## config.mk

```make
export PLATFORM = sky130hd
export DESIGN_NAME = output_buffer
export DESIGN_NICKNAME = d
export VERILOG_FILES = /design/src/rtl/io_pkg.sv /design/src/rtl/lcd_strobe_fsm.sv /design/src/rtl/output_buffer.sv
export SDC_FILE = /design/constraint.sdc
export NUM_CORES = 1
export LEC_CHECK = 0
export ABC_AREA = 1
export ABC_CLOCK_PERIOD_IN_PS = 3150
export BUFFER_PORTS_ARGS = -buffer_cell sky130_fd_sc_hd__buf_2
export CELL_PAD_IN_SITES_DETAIL_PLACEMENT = 0
export CELL_PAD_IN_SITES_GLOBAL_PLACEMENT = 2
export CORE_MARGIN = 3
export CORE_UTILIZATION = 29
export DETAILED_ROUTE_END_ITERATION = 12
export PLACE_DENSITY = 0.78
export SLEW_MARGIN = 20
export SYNTH_ARGS = -nofsm -noshare
export SYNTH_HDL_FRONTEND = slang
export SYNTH_SLANG_ARGS = --single-unit
```

## constraint.sdc

```tcl
create_clock -name i_clk -period 3.15 [get_ports i_clk]
set_clock_uncertainty 0.05 [all_clocks]
set_input_delay 0.315 -clock i_clk [delete_from_list [all_inputs] [get_ports i_clk]]
set_output_delay 0.315 -clock i_clk [all_outputs]
set_load 0.03 [all_outputs]
```

## src/rtl/io_pkg.sv

```systemverilog
// io_pkg
// Shared definitions for the LSU memory-mapped I/O blocks:
//   - address windows for the output peripherals (LEDs, HEX, LCD) and the
//     input peripherals (switches, buttons)
//   - funct3 access-size encodings used by loads and stores
//   - LCD register bit positions and writable-bit mask
//   - LCD strobe sequencer state type
// No ports; imported by output_buffer and lcd_strobe_fsm.

package io_pkg;

   // Output peripheral windows (inclusive byte ranges)
   localparam logic [15:0] ADDR_LEDR_LO   = 16'h7000;
   localparam logic [15:0] ADDR_LEDR_HI   = 16'h700F;
   localparam logic [15:0] ADDR_LEDG_LO   = 16'h7010;
   localparam logic [15:0] ADDR_LEDG_HI   = 16'h701F;
   localparam logic [15:0] ADDR_HEXLO_LO  = 16'h7020;
   localparam logic [15:0] ADDR_HEXLO_HI  = 16'h7023;
   localparam logic [15:0] ADDR_HEXHI_LO  = 16'h7024;
   localparam logic [15:0] ADDR_HEXHI_HI  = 16'h7027;
   localparam logic [15:0] ADDR_LCD_LO    = 16'h7030;
   localparam logic [15:0] ADDR_LCD_HI    = 16'h703F;

   // Input peripheral windows, served by the load-side input path
   localparam logic [15:0] ADDR_SW_LO     = 16'h7800;
   localparam logic [15:0] ADDR_SW_HI     = 16'h780F;
   localparam logic [15:0] ADDR_KEY_LO    = 16'h7810;
   localparam logic [15:0] ADDR_KEY_HI    = 16'h781F;

   // Access sizes
   localparam logic [2:0] F3_BYTE = 3'b000;
   localparam logic [2:0] F3_HALF = 3'b001;
   localparam logic [2:0] F3_WORD = 3'b010;

   // LCD register layout
   localparam int LCD_RS_BIT   = 8;
   localparam int LCD_RW_BIT   = 9;
   localparam int LCD_BUSY_BIT = 30;
   localparam int LCD_ON_BIT   = 31;
   localparam logic [31:0] LCD_WR_MASK = 32'h8000_03FF;

   // HEX bytes keep only the seven segment bits
   localparam logic [31:0] HEX_WR_MASK = 32'h7F7F_7F7F;
   localparam logic [31:0] HEX_RESET   = 32'h7F7F_7F7F;

   typedef enum logic [1:0] {
      IDLE  = 2'd0,
      SETUP = 2'd1,
      PULSE = 2'd2,
      HOLD  = 2'd3
   } lcd_state_e;

   function automatic logic in_range(input logic [15:0] addr,
                                     input logic [15:0] lo,
                                     input logic [15:0] hi);
      return (addr >= lo) && (addr <= hi);
   endfunction

endpackage

```

## src/rtl/lcd_strobe_fsm.sv

```systemverilog
// lcd_strobe_fsm
// Generates the character-LCD enable strobe: after a start request the bus
// fields are given P_SETUP cycles to settle, EN is high for P_PULSE cycles,
// then the fields are held for P_HOLD cycles before returning to idle.
// Ports:
//   clk   - system clock
//   rst   - synchronous active-high reset
//   start - launch a sequence (only honoured when ready=1)
//   en    - registered LCD enable strobe, high only in PULSE
//   busy  - sequence in progress (state != IDLE)
//   ready - a start this cycle will be taken (idle, or final HOLD cycle)

module lcd_strobe_fsm
   import io_pkg::*;
#(
   parameter int P_SETUP = 2,
   parameter int P_PULSE = 12,
   parameter int P_HOLD  = 2
) (
   input  logic clk,
   input  logic rst,
   input  logic start,
   output logic en,
   output logic busy,
   output logic ready
);

   // Counter holds "cycles remaining after this one" in the current state
   localparam logic [15:0] SETUP_LOAD = 16'(P_SETUP - 1);
   localparam logic [15:0] PULSE_LOAD = 16'(P_PULSE - 1);
   localparam logic [15:0] HOLD_LOAD  = 16'(P_HOLD - 1);

   lcd_state_e  state_q, state_d;
   logic [15:0] count_q, count_d;
   logic        en_q;

   logic last_cycle;
   assign last_cycle = (count_q == 16'd0);

   always_ff @(posedge clk) begin
      if (rst) begin
         state_q <= IDLE;
         count_q <= 16'd0;
         en_q    <= 1'b0;
      end else begin
         state_q <= state_d;
         count_q <= count_d;
         en_q    <= (state_d == PULSE);
      end
   end

   // The last HOLD cycle may chain straight into a new SETUP, so a store
   // landing on the cycle busy drops is not lost.
   always_comb begin
      state_d = state_q;
      count_d = count_q;
      unique case (state_q)
         IDLE: begin
            if (start) begin
               state_d = SETUP;
               count_d = SETUP_LOAD;
            end
         end
         SETUP: begin
            if (last_cycle) begin
               state_d = PULSE;
               count_d = PULSE_LOAD;
            end else begin
               count_d = count_q - 16'd1;
            end
         end
         PULSE: begin
            if (last_cycle) begin
               state_d = HOLD;
               count_d = HOLD_LOAD;
            end else begin
               count_d = count_q - 16'd1;
            end
         end
         HOLD: begin
            if (last_cycle) begin
               if (start) begin
                  state_d = SETUP;
                  count_d = SETUP_LOAD;
               end else begin
                  state_d = IDLE;
                  count_d = 16'd0;
               end
            end else begin
               count_d = count_q - 16'd1;
            end
         end
         default: begin
            state_d = IDLE;
            count_d = 16'd0;
         end
      endcase
   end

   assign en    = en_q;
   assign busy  = (state_q != IDLE);
   assign ready = (state_q == IDLE) || ((state_q == HOLD) && last_cycle);

endmodule

```

## src/rtl/output_buffer.sv

```systemverilog
// output_buffer
// Store-side memory-mapped output peripherals of the LSU: red/green LED
// registers, eight 7-segment digits and a character-LCD port. Accepts
// byte/half/word stores and returns register contents combinationally.
// Ports:
//   i_clk, i_rst            - clock, synchronous active-high reset
//   i_addr                  - LSU byte address
//   i_st_en                 - one-cycle store strobe
//   i_funct3                - access size (byte/half/word)
//   i_st_data               - right-aligned store data
//   o_ld_data               - readback of the addressed register
//   o_io_ledr, o_io_ledg    - LED registers
//   o_io_hex0..o_io_hex7    - active-low segment patterns
//   o_lcd_data/rs/rw/en/on  - LCD bus, control strobes and power

module output_buffer
   import io_pkg::*;
#(
   parameter int P_LCD_SETUP = 2,
   parameter int P_LCD_PULSE = 12,
   parameter int P_LCD_HOLD  = 2
) (
   input  logic        i_clk,
   input  logic        i_rst,
   input  logic [15:0] i_addr,
   input  logic        i_st_en,
   input  logic [2:0]  i_funct3,
   input  logic [31:0] i_st_data,
   output logic [31:0] o_ld_data,
   output logic [31:0] o_io_ledr,
   output logic [31:0] o_io_ledg,
   output logic [6:0]  o_io_hex0,
   output logic [6:0]  o_io_hex1,
   output logic [6:0]  o_io_hex2,
   output logic [6:0]  o_io_hex3,
   output logic [6:0]  o_io_hex4,
   output logic [6:0]  o_io_hex5,
   output logic [6:0]  o_io_hex6,
   output logic [6:0]  o_io_hex7,
   output logic [7:0]  o_lcd_data,
   output logic        o_lcd_rs,
   output logic        o_lcd_rw,
   output logic        o_lcd_en,
   output logic        o_lcd_on
);

   // Places the store data into the lanes selected by size and offset;
   // lanes not touched keep the current register contents.
   function automatic logic [31:0] merge_lanes(input logic [31:0] cur,
                                               input logic [31:0] data,
                                               input logic [2:0]  funct3,
                                               input logic [1:0]  offset);
      logic [31:0] res;
      res = cur;
      case (funct3)
         F3_BYTE: res[{offset, 3'b000} +: 8]        = data[7:0];
         F3_HALF: res[{offset[1], 4'b0000} +: 16]   = data[15:0];
         F3_WORD: res                               = data;
         default: res                               = cur;
      endcase
      return res;
   endfunction

   logic [31:0] ledr_q, ledg_q, hex_lo_q, hex_hi_q, lcd_q;
   logic        sel_ledr, sel_ledg, sel_hex_lo, sel_hex_hi, sel_lcd;
   logic        access_ok, store_ok, lcd_start;
   logic        lcd_en, lcd_busy, lcd_ready;
   logic [31:0] merged_ledr, merged_ledg, merged_hex_lo, merged_hex_hi, merged_lcd;

   assign sel_ledr   = in_range(i_addr, ADDR_LEDR_LO,  ADDR_LEDR_HI);
   assign sel_ledg   = in_range(i_addr, ADDR_LEDG_LO,  ADDR_LEDG_HI);
   assign sel_hex_lo = in_range(i_addr, ADDR_HEXLO_LO, ADDR_HEXLO_HI);
   assign sel_hex_hi = in_range(i_addr, ADDR_HEXHI_LO, ADDR_HEXHI_HI);
   assign sel_lcd    = in_range(i_addr, ADDR_LCD_LO,   ADDR_LCD_HI);

   // Misaligned halves/words and unknown sizes are dropped outright
   always_comb begin
      access_ok = 1'b0;
      case (i_funct3)
         F3_BYTE: access_ok = 1'b1;
         F3_HALF: access_ok = ~i_addr[0];
         F3_WORD: access_ok = (i_addr[1:0] == 2'b00);
         default: access_ok = 1'b0;
      endcase
   end

   assign store_ok  = i_st_en && access_ok;
   assign lcd_start = store_ok && sel_lcd && lcd_ready;

   assign merged_ledr   = merge_lanes(ledr_q,   i_st_data, i_funct3, i_addr[1:0]);
   assign merged_ledg   = merge_lanes(ledg_q,   i_st_data, i_funct3, i_addr[1:0]);
   assign merged_hex_lo = merge_lanes(hex_lo_q, i_st_data, i_funct3, i_addr[1:0]);
   assign merged_hex_hi = merge_lanes(hex_hi_q, i_st_data, i_funct3, i_addr[1:0]);
   assign merged_lcd    = merge_lanes(lcd_q,    i_st_data, i_funct3, i_addr[1:0]);

   // HEX bit 7 and unused LCD bits are never stored, so readback shows 0
   always_ff @(posedge i_clk) begin
      if (i_rst) begin
         ledr_q   <= 32'd0;
         ledg_q   <= 32'd0;
         hex_lo_q <= HEX_RESET;
         hex_hi_q <= HEX_RESET;
         lcd_q    <= 32'd0;
      end else begin
         if (store_ok && sel_ledr)   ledr_q   <= merged_ledr;
         if (store_ok && sel_ledg)   ledg_q   <= merged_ledg;
         if (store_ok && sel_hex_lo) hex_lo_q <= merged_hex_lo & HEX_WR_MASK;
         if (store_ok && sel_hex_hi) hex_hi_q <= merged_hex_hi & HEX_WR_MASK;
         if (lcd_start)              lcd_q    <= merged_lcd & LCD_WR_MASK;
      end
   end

   lcd_strobe_fsm #(
      .P_SETUP (P_LCD_SETUP),
      .P_PULSE (P_LCD_PULSE),
      .P_HOLD  (P_LCD_HOLD)
   ) u_lcd_fsm (
      .clk   (i_clk),
      .rst   (i_rst),
      .start (lcd_start),
      .en    (lcd_en),
      .busy  (lcd_busy),
      .ready (lcd_ready)
   );

   // Readback ignores i_st_en; the LCD word carries the live busy flag
   always_comb begin
      o_ld_data = 32'd0;
      if (sel_ledr) begin
         o_ld_data = ledr_q;
      end else if (sel_ledg) begin
         o_ld_data = ledg_q;
      end else if (sel_hex_lo) begin
         o_ld_data = hex_lo_q;
      end else if (sel_hex_hi) begin
         o_ld_data = hex_hi_q;
      end else if (sel_lcd) begin
         o_ld_data               = lcd_q & LCD_WR_MASK;
         o_ld_data[LCD_BUSY_BIT] = lcd_busy;
      end
   end

   assign o_io_ledr  = ledr_q;
   assign o_io_ledg  = ledg_q;
   assign o_io_hex0  = hex_lo_q[6:0];
   assign o_io_hex1  = hex_lo_q[14:8];
   assign o_io_hex2  = hex_lo_q[22:16];
   assign o_io_hex3  = hex_lo_q[30:24];
   assign o_io_hex4  = hex_hi_q[6:0];
   assign o_io_hex5  = hex_hi_q[14:8];
   assign o_io_hex6  = hex_hi_q[22:16];
   assign o_io_hex7  = hex_hi_q[30:24];
   assign o_lcd_data = lcd_q[7:0];
   assign o_lcd_rs   = lcd_q[LCD_RS_BIT];
   assign o_lcd_rw   = lcd_q[LCD_RW_BIT];
   assign o_lcd_on   = lcd_q[LCD_ON_BIT];
   assign o_lcd_en   = lcd_en;

endmodule

```

==> results of run 1 <==
[report_power, final]
part           internal [mW]  total [mW]  switching (mW)
registers               1.91        1.93          0.0213
logic                  0.251       0.903           0.652
clock network           1.34        2.27           0.926
[layout make-up]
cell class	count	area, um^2	area share (%)
Multi-Input combinational cell	1371	6490	50.6
Sequential cell	150	3000	23.4
Timing Repair Buffer	269	1520	11.8
Inverter	161	604	4.72
Tap cell	461	577	4.50
Clock buffer	19	443	3.46
Clock inverter	13	180	1.41
[through the flow]
step	std cells	total power [mW]	setup slack [ns]	util [%]	hold WS, ns
after floorplan	1785	2.53	0.497	-	0.390
after global placement	2412	2.87	0.0607	34.2	0.402
after detailed placement	2412	2.87	0.0850	34.2	0.411
after CTS	2444	5.13	0.282	35.9	0.238
after global routing	2444	5.30	0.100	35.9	0.294
final	2444	5.11	0.296	35.9	0.250
[final timing paths]
kind | start | end | slack (ns) | cells after the start
setup / recovery | i_addr[11] | o_ld_data[12] | 0.30 | 15
setup reg to reg | u_lcd_fsm.count_q[6] | lcd_q[0] | 0.68 | 8
hold reg to reg | u_lcd_fsm.count_q[0] | u_lcd_fsm.count_q[0] | 0.42 | 2
hold / removal | i_st_data[30] | hex_hi_q[30] | 0.25 | 5
[logic make-up after synthesis]
group | after synthesis | synth area share (%)
AO/OA/AOI/OAI | 504 | 26.1
buffers and inverters | 264 | 9.88
adder cells (fa/ha/maj) | 7 | 0.833
XOR/XNOR | 8 | 0.667
flip-flops | 150 | 28.6
AND/OR/NAND/NOR | 852 | 34.0
[worst max-delay path, cell delays in order]
cell and delay (ns):
buf_2 0.10, nor2_1 0.14, nand2_1 0.17, nor2_2 0.22, nand2_1 0.13, nand2_2 0.21
nand3_2 0.27, buf_4 0.26, nand2_1 0.05, nand2_1 0.05, nand2_1 0.12, nand2_1 0.08
nand2_1 0.13, nand2_1 0.07, buf_2 0.18
[layout by cell type, fill, tap and decap left out, drive strengths merged, types with 11 or more instances in the layout]
cell     instances
nand2          512
buf            269
o21ai          233
a21oi          195
inv            158
nand3          153
dfxtp          150
nor2           137
o211ai          57
nand4           22
clkbuf          19
nor3            17
o2111ai         11
[metal layers]
| layer | global-route usage, % | part of all wire (%) | vias to the layer above |
|---|---|---|---|
| met1 | 35.9 | 46 | 6170 |
| met2 | 41.7 | 46 | 500 |
| met3 | 3.21 | 5.9 | 61 |
| met5 | 0 | 0.026 | - |
| li1 | - | - | 6326 |
| met4 | 7.45 | 2.3 | 2 |
==> key figures, run 1 <==
Placement
  – PortBufs: 217
  – Final HPWL DP: 37000 um
  – Gp weighted congestion: 0.905
  – Placed cell areas: 12200 um^2

Worst setup path
  – Worst Setup Path Type: in -> out
  – Req. time, crit path: 2.78 ns
  – Arrival @ worst endpoint: 2.49 ns
  – Critical path capture point type: primary output
  – Crit path launch type: primary input
  – Crit Path Max Fanout: 8

STA
  – Period utilisation layout: 90.6%
  – Unrepaired setup endpoints after global routing: no
  – Setup TNS: 0 ns
  – Max-slew violation count: 0
  – Final-report hold violation count: 0
  – Slew margin rel.: 19.3%
  – Least-Margin Pin Slew: 1.21 ns
  – Max Fclk: 0.350 GHz
  – Min Tclk post-route: 2.85 ns
  – Setup-failing EPs final: 0

Floorplanning
  – Die area: 38600 um^2
  – Row Count: 69
  – Ports: 218
  – Initial Util: 29.5%
  – Core box area: 35700 um^2
  – Die height: 196 um
  – DIE WIDTH: 196 um

Synthesis
  – EDFF count, synth: 0
  – Netlist cell types: 35
  – Average size of a mapped cell: 5.89 um^2
  – YS warnings: 0
  – Register area share after synthesis: 28.6%
  – Most frequent cells after synthesis: nand2_1 (506), a21oi_1 (194), o21ai_0 (190), inv_1 (151), nand3_1 (151)
  – Synth area leaders: dfxtp_1 (29%), nand2_1 (18%), a21oi_1 (9.2%), o21ai_0 (9.0%), nand3_1 (7.2%)
  – Cell Area, Synth: 10500 um^2
  – Ys async rst share: 0%
  – Post-synthesis cell count: 1785
  – Count leader, synth: nand2_1
  – Syn_nets: 1846
  – #FFs+latches synth: 150
  – Share of the synthesized area in the top cell type: 28.6%
  – Post-synth top area cell: dfxtp_1
  – Dominant synthesized flop cell: dfxtp_1

CTS
  – CTS clk-pin slew, worst paths: 0.07 ns
  – Post-CTS setup repair buffer count: 0
  – Clk root buf: clkbuf_16
  – Clock Path Buffers: 2
  – Sink Count: 150
  – H-tree depth: 4
  – Resized cells post-CTS: 0
  – Num CTS Buffers: 17
  – CTS hold repair buffers: 0
  – TritonCTS clock tree: built
  – Clock latency on the worst-skew pair: 0.45 ns

GRT
  – Overall Global Routing Usage: 25.7%
  – Vias in the first global route: 12200
  – First-pass GRT wire length: 76300 um
  – Initial antenna violation count: 1
  – Largest net degree at the start of global routing: 96
  – Gr ovfl total: 0

Route
  – 1st-iter DRT viols: 1112
  – Via count: 13100
  – Wire per inst: 20.7 um
  – 1st-pass router iterations: 5
  – Final wirelength: 50600 um
  – Via density: 5.34
  – Antenna Nets Post-Route: 0
  – DRC errors left: 0

Cells and area
  – Share of layout cells above drive strength 1: 17.0%
  – Syn-to-layout area delta: 21.9%
  – Nets@finish: 2031
  – Filler cells: 3940
  – Final Instance Area: 12800 um^2
  – N_diodes: 0

Hold path
  – HP Class: in -> reg

Pwr
  – Leak: 6.04 nW
  – Maximum VDD drop: 0.000393 V
  – PD cells: 399 nW/um^2

Outcome
  – Status: finished clean

Run
  – Max-cap viol count: 0
(Power assumes the default switching activity.)
==> run 2: changes to the inputs <==
--- a/config.mk
+++ b/config.mk
@@ -5,15 +5,14 @@
 export SDC_FILE = /design/constraint.sdc
 export NUM_CORES = 1
 export LEC_CHECK = 0
-export ABC_AREA = 1
 export ABC_CLOCK_PERIOD_IN_PS = 3150
 export BUFFER_PORTS_ARGS = -buffer_cell sky130_fd_sc_hd__buf_2
 export CELL_PAD_IN_SITES_DETAIL_PLACEMENT = 0
 export CELL_PAD_IN_SITES_GLOBAL_PLACEMENT = 2
 export CORE_MARGIN = 3
-export CORE_UTILIZATION = 29
+export CORE_UTILIZATION = 31
 export DETAILED_ROUTE_END_ITERATION = 12
-export PLACE_DENSITY = 0.78
+export PLACE_DENSITY = 0.77
 export SLEW_MARGIN = 20
 export SYNTH_ARGS = -nofsm -noshare
 export SYNTH_HDL_FRONTEND = slang
==> key figures, run 2 <==
Worst setup path
  – CP max-delay cell: or4_1 (was nand3_2)
  – Crit Path Max Fanout: 18 (was 8)
  – FF-to-FF setup slack: 0.50 ns (was 0.68 ns)
  – Req. time, crit path: 2.78 ns (about the same)
  – Worst path cell trace: buf_2 -> or4_1 -> nor3_4 -> a21oi_1 -> buf_4 -> a22oi_1 -> o22ai_1 -> buf_2 (was buf_2 -> nor2_1 -> nand2_1 -> nor2_2 -> nand2_1 -> nand2_2 -> nand3_2 -> buf_4 -> nand2_1 -> nand2_1 -> nand2_1 -> nand2_1 -> nand2_1 -> nand2_1 -> buf_2)
  – R2R depth: 7 (was 8)
  – FF-to-FF End: lcd_q[0] (unchanged)
  – Most used cell, CP: buf_2 (was nand2_1)
  – Crit path launch type: primary input (unchanged)
  – Arrival @ worst endpoint: 2.40 ns (was 2.49 ns)
  – Critical path capture point type: primary output (unchanged)
  – Worst Setup Path Type: in -> out (unchanged)
  – CP max stage delay: 0.69 ns (was 0.27 ns)
  – Worst R2R Start: u_lcd_fsm.count_q[0] (was u_lcd_fsm.count_q[6])

Floorplanning
  – DIE WIDTH: 176 um (was 196 um)
  – Ports: 218 (unchanged)
  – Initial Util: 31.9% (was 29.5%)
  – Core box area: 28200 um^2 (was 35700 um^2)
  – Row Count: 61 (was 69)
  – Die area: 31100 um^2 (was 38600 um^2)
  – Die height: 176 um (was 196 um)

CTS
  – Clock latency on the worst-skew pair: 0.43 ns (was 0.45 ns)
  – Clock Path Buffers: 2 (unchanged)
  – Clk root buf: clkbuf_16 (unchanged)
  – TritonCTS clock tree: built (unchanged)
  – Post-CTS setup repair buffer count: 0 (unchanged)
  – Sink Count: 150 (unchanged)
  – H-tree depth: 4 (unchanged)
  – Resized cells post-CTS: 0 (unchanged)
  – Num CTS Buffers: 17 (unchanged)
  – CTS hold repair buffers: 0 (unchanged)
  – CTS clk-pin slew, worst paths: 0.07 ns (about the same)

Route
  – DRC errors left: 0 (unchanged)
  – 1st-iter DRT viols: 1076 (was 1112)
  – WL met2: 17600 um (was 23300 um)
  – 1st-pass router iterations: 6 (was 5)
  – Via density: 5.95 (was 5.34)
  – M1 WL: 18200 um (was 23200 um)
  – Max layer used: met5 (unchanged)
  – Final wirelength: 40600 um (was 50600 um)
  – Wire per inst: 23.8 um (was 20.7 um)
  – Met3 routed WL: 3830 um (was 2970 um)
  – Via count: 10100 (was 13100)
  – Antenna Nets Post-Route: 0 (unchanged)

Hold path
  – HP Start: i_st_data[21] (was i_st_data[30])
  – Worst Hold End: hex_hi_q[21] (was hex_hi_q[30])
  – HP Class: in -> reg (unchanged)
  – Hold path depth: 5 (unchanged)

Pwr
  – Sequential Power Share: 41.8% (was 37.9%)
  – NetSw: 1.42 mW (was 1.60 mW)
  – Clock power share: 43.1% (was 44.4%)
  – Maximum VDD drop: 0.000329 V (was 0.000393 V)
  – PD cells: 412 nW/um^2 (was 399 nW/um^2)
  – Leak: 4.49 nW (was 6.04 nW)
  – Combinational share of power: 15.2% (was 17.7%)
  – Internal: 3.16 mW (was 3.51 mW)
  – Sw Share: 31.0% (was 31.3%)

STA
  – Max-slew violation count: 0 (unchanged)
  – Final-report hold violation count: 0 (unchanged)
  – Worst hold margin: 0.219 ns (was 0.250 ns)
  – Max Fclk: 0.361 GHz (was 0.350 GHz)
  – Unrepaired setup endpoints after global routing: no (unchanged)
  – Setup-failing EPs final: 0 (unchanged)
  – Min Tclk post-route: 2.77 ns (was 2.85 ns)
  – Slew margin rel.: 49.8% (was 19.3%)
  – Least-Margin Pin Slew: 0.732 ns (was 1.21 ns)
  – Period utilisation layout: 87.8% (was 90.6%)
  – Setup TNS: 0 ns (unchanged)

Synthesis
  – Count leader, synth: dfxtp_1 (was nand2_1)
  – Syn_nets: 1188 (was 1846)
  – Most frequent cells after synthesis: dfxtp_1 (150), nand2_1 (116), a21oi_1 (95), clkbuf_1 (81), nor2_1 (67) (was nand2_1 (506), a21oi_1 (194), o21ai_0 (190), inv_1 (151), nand3_1 (151))
  – Cell Area, Synth: 8980 um^2 (was 10500 um^2)
  – YS warnings: 0 (unchanged)
  – Synth area leaders: dfxtp_1 (33%), a21oi_1 (5.3%), mux2i_1 (5.0%), nand2_1 (4.8%), a221o_1 (3.6%) (was dfxtp_1 (29%), nand2_1 (18%), a21oi_1 (9.2%), o21ai_0 (9.0%), nand3_1 (7.2%))
  – #FFs+latches synth: 150 (unchanged)
  – Post-synthesis cell count: 1127 (was 1785)
  – Share of the synthesized area in the top cell type: 33.4% (was 28.6%)
  – Ys async rst share: 0% (unchanged)
  – Netlist cell types: 70 (was 35)
  – Dominant synthesized flop cell: dfxtp_1 (unchanged)
  – Post-synth top area cell: dfxtp_1 (unchanged)
  – Register area share after synthesis: 33.4% (was 28.6%)
  – Average size of a mapped cell: 7.97 um^2 (was 5.89 um^2)
  – EDFF count, synth: 0 (unchanged)

GRT
  – First-pass GRT wire length: 61200 um (was 76300 um)
  – Initial antenna violation count: 4 (was 1)
  – Gr ovfl total: 0 (unchanged)
  – Largest net degree at the start of global routing: 46 (was 96)
  – Overall Global Routing Usage: 25.6% (was 25.7%)
  – Vias in the first global route: 9606 (was 12200)

Cells and area
  – Footprint of the multi-input gates: 5400 um^2 (was 6490 um^2)
  – Commonest non-fill, non-tap cell in the layout: buf_2 (was nand2_1)
  – Syn-to-layout area delta: 23.9% (was 21.9%)
  – Nets@finish: 1375 (was 2031)
  – Share of layout cells above drive strength 1: 24.7% (was 17.0%)
  – Filler cells: 2996 (was 3940)
  – Most frequent cells in the layout: buf_2 (216), dfxtp_1 (150), nand2_1 (116) (was nand2_1 (506), buf_2 (216), a21oi_1 (194))
  – Sequential Area: 3000 um^2 (unchanged)

Placement
  – PortBufs: 217 (unchanged)
  – Gp weighted congestion: 0.841 (was 0.905)
  – Final HPWL DP: 28800 um (was 37000 um)

Outcome
  – Status: finished clean (unchanged)

Run
  – Max-cap viol count: 0 (unchanged)
run 2: power groups by stage:
stage / clock, mW / combinational (mW) / sequential, mW
2_1_floorplan: 0 / 0.433 / 1.96
3_3_place_gp: 0 / 0.686 / 1.96
3_5_place_dp: 0 / 0.682 / 1.96
4_1_cts: 2.01 / 0.685 / 1.91
5_1_grt: 2.09 / 0.749 / 1.92
6_report: 1.98 / 0.695 / 1.92
run 2: how the worst max path moves through the flow:
stage / start / to / slack [ns] / cells after the start
floorplan: i_addr[1] / hex_lo_q[0] / 0.29 / 10
global placement: i_addr[11] / hex_lo_q[13] / 0.36 / 6
detailed placement: i_addr[11] / hex_lo_q[12] / 0.33 / 6
CTS: i_addr[11] / o_ld_data[20] / 0.39 / 8
global route: i_addr[11] / o_ld_data[24] / 0.29 / 8
finish: i_addr[11] / o_ld_data[20] / 0.38 / 8
run 2: logic make-up after synthesis:
group / count (synthesis) / synth area share, %
AO/OA/AOI/OAI: 430 / 33.8
adder cells (fa/ha/maj): 7 / 0.975
buffers and inverters: 156 / 6.74
flip-flops: 150 / 33.4
multiplexers: 47 / 5.26
AND/OR/NAND/NOR: 337 / 19.8
run 2: layout make-up:
class,instances,area share [%]
diodes,1,0.0225
well taps,378,4.25
inverters,54,1.82
repair buffers,270,13.5
flip-flops and latches,150,27.0
clock buffers,18,3.86
clock inverters,14,1.06
multi-input cells,821,48.5
run 2: per-stage QoR:
step           worst slack (ns)  instances  cell area, um^2  power, mW  util, %
4_1_cts                   0.387       1705            11100       4.61     39.5
2_1_floorplan             0.294       1127             8980       2.39        -
3_5_place_dp              0.334       1673            10600       2.64     37.5
5_1_grt                   0.291       1706            11100       4.76     39.5
6_report                  0.383       1706            11100       4.59     39.5
3_3_place_gp              0.364       1673            10600       2.64     37.5
run 2: routing by layer:
metal,track usage [%],vias to the layer above
li1,-,4694
met1,36.7,4901
met2,38.0,487
met4,7.26,6
met5,0,-
met3,6.15,56
run 2: worst max-delay path, delay by kind of cell:
kind	cells	cell delay, ns
simple gates	2	1.03
compound gates	3	0.48
buf+inv	3	0.54
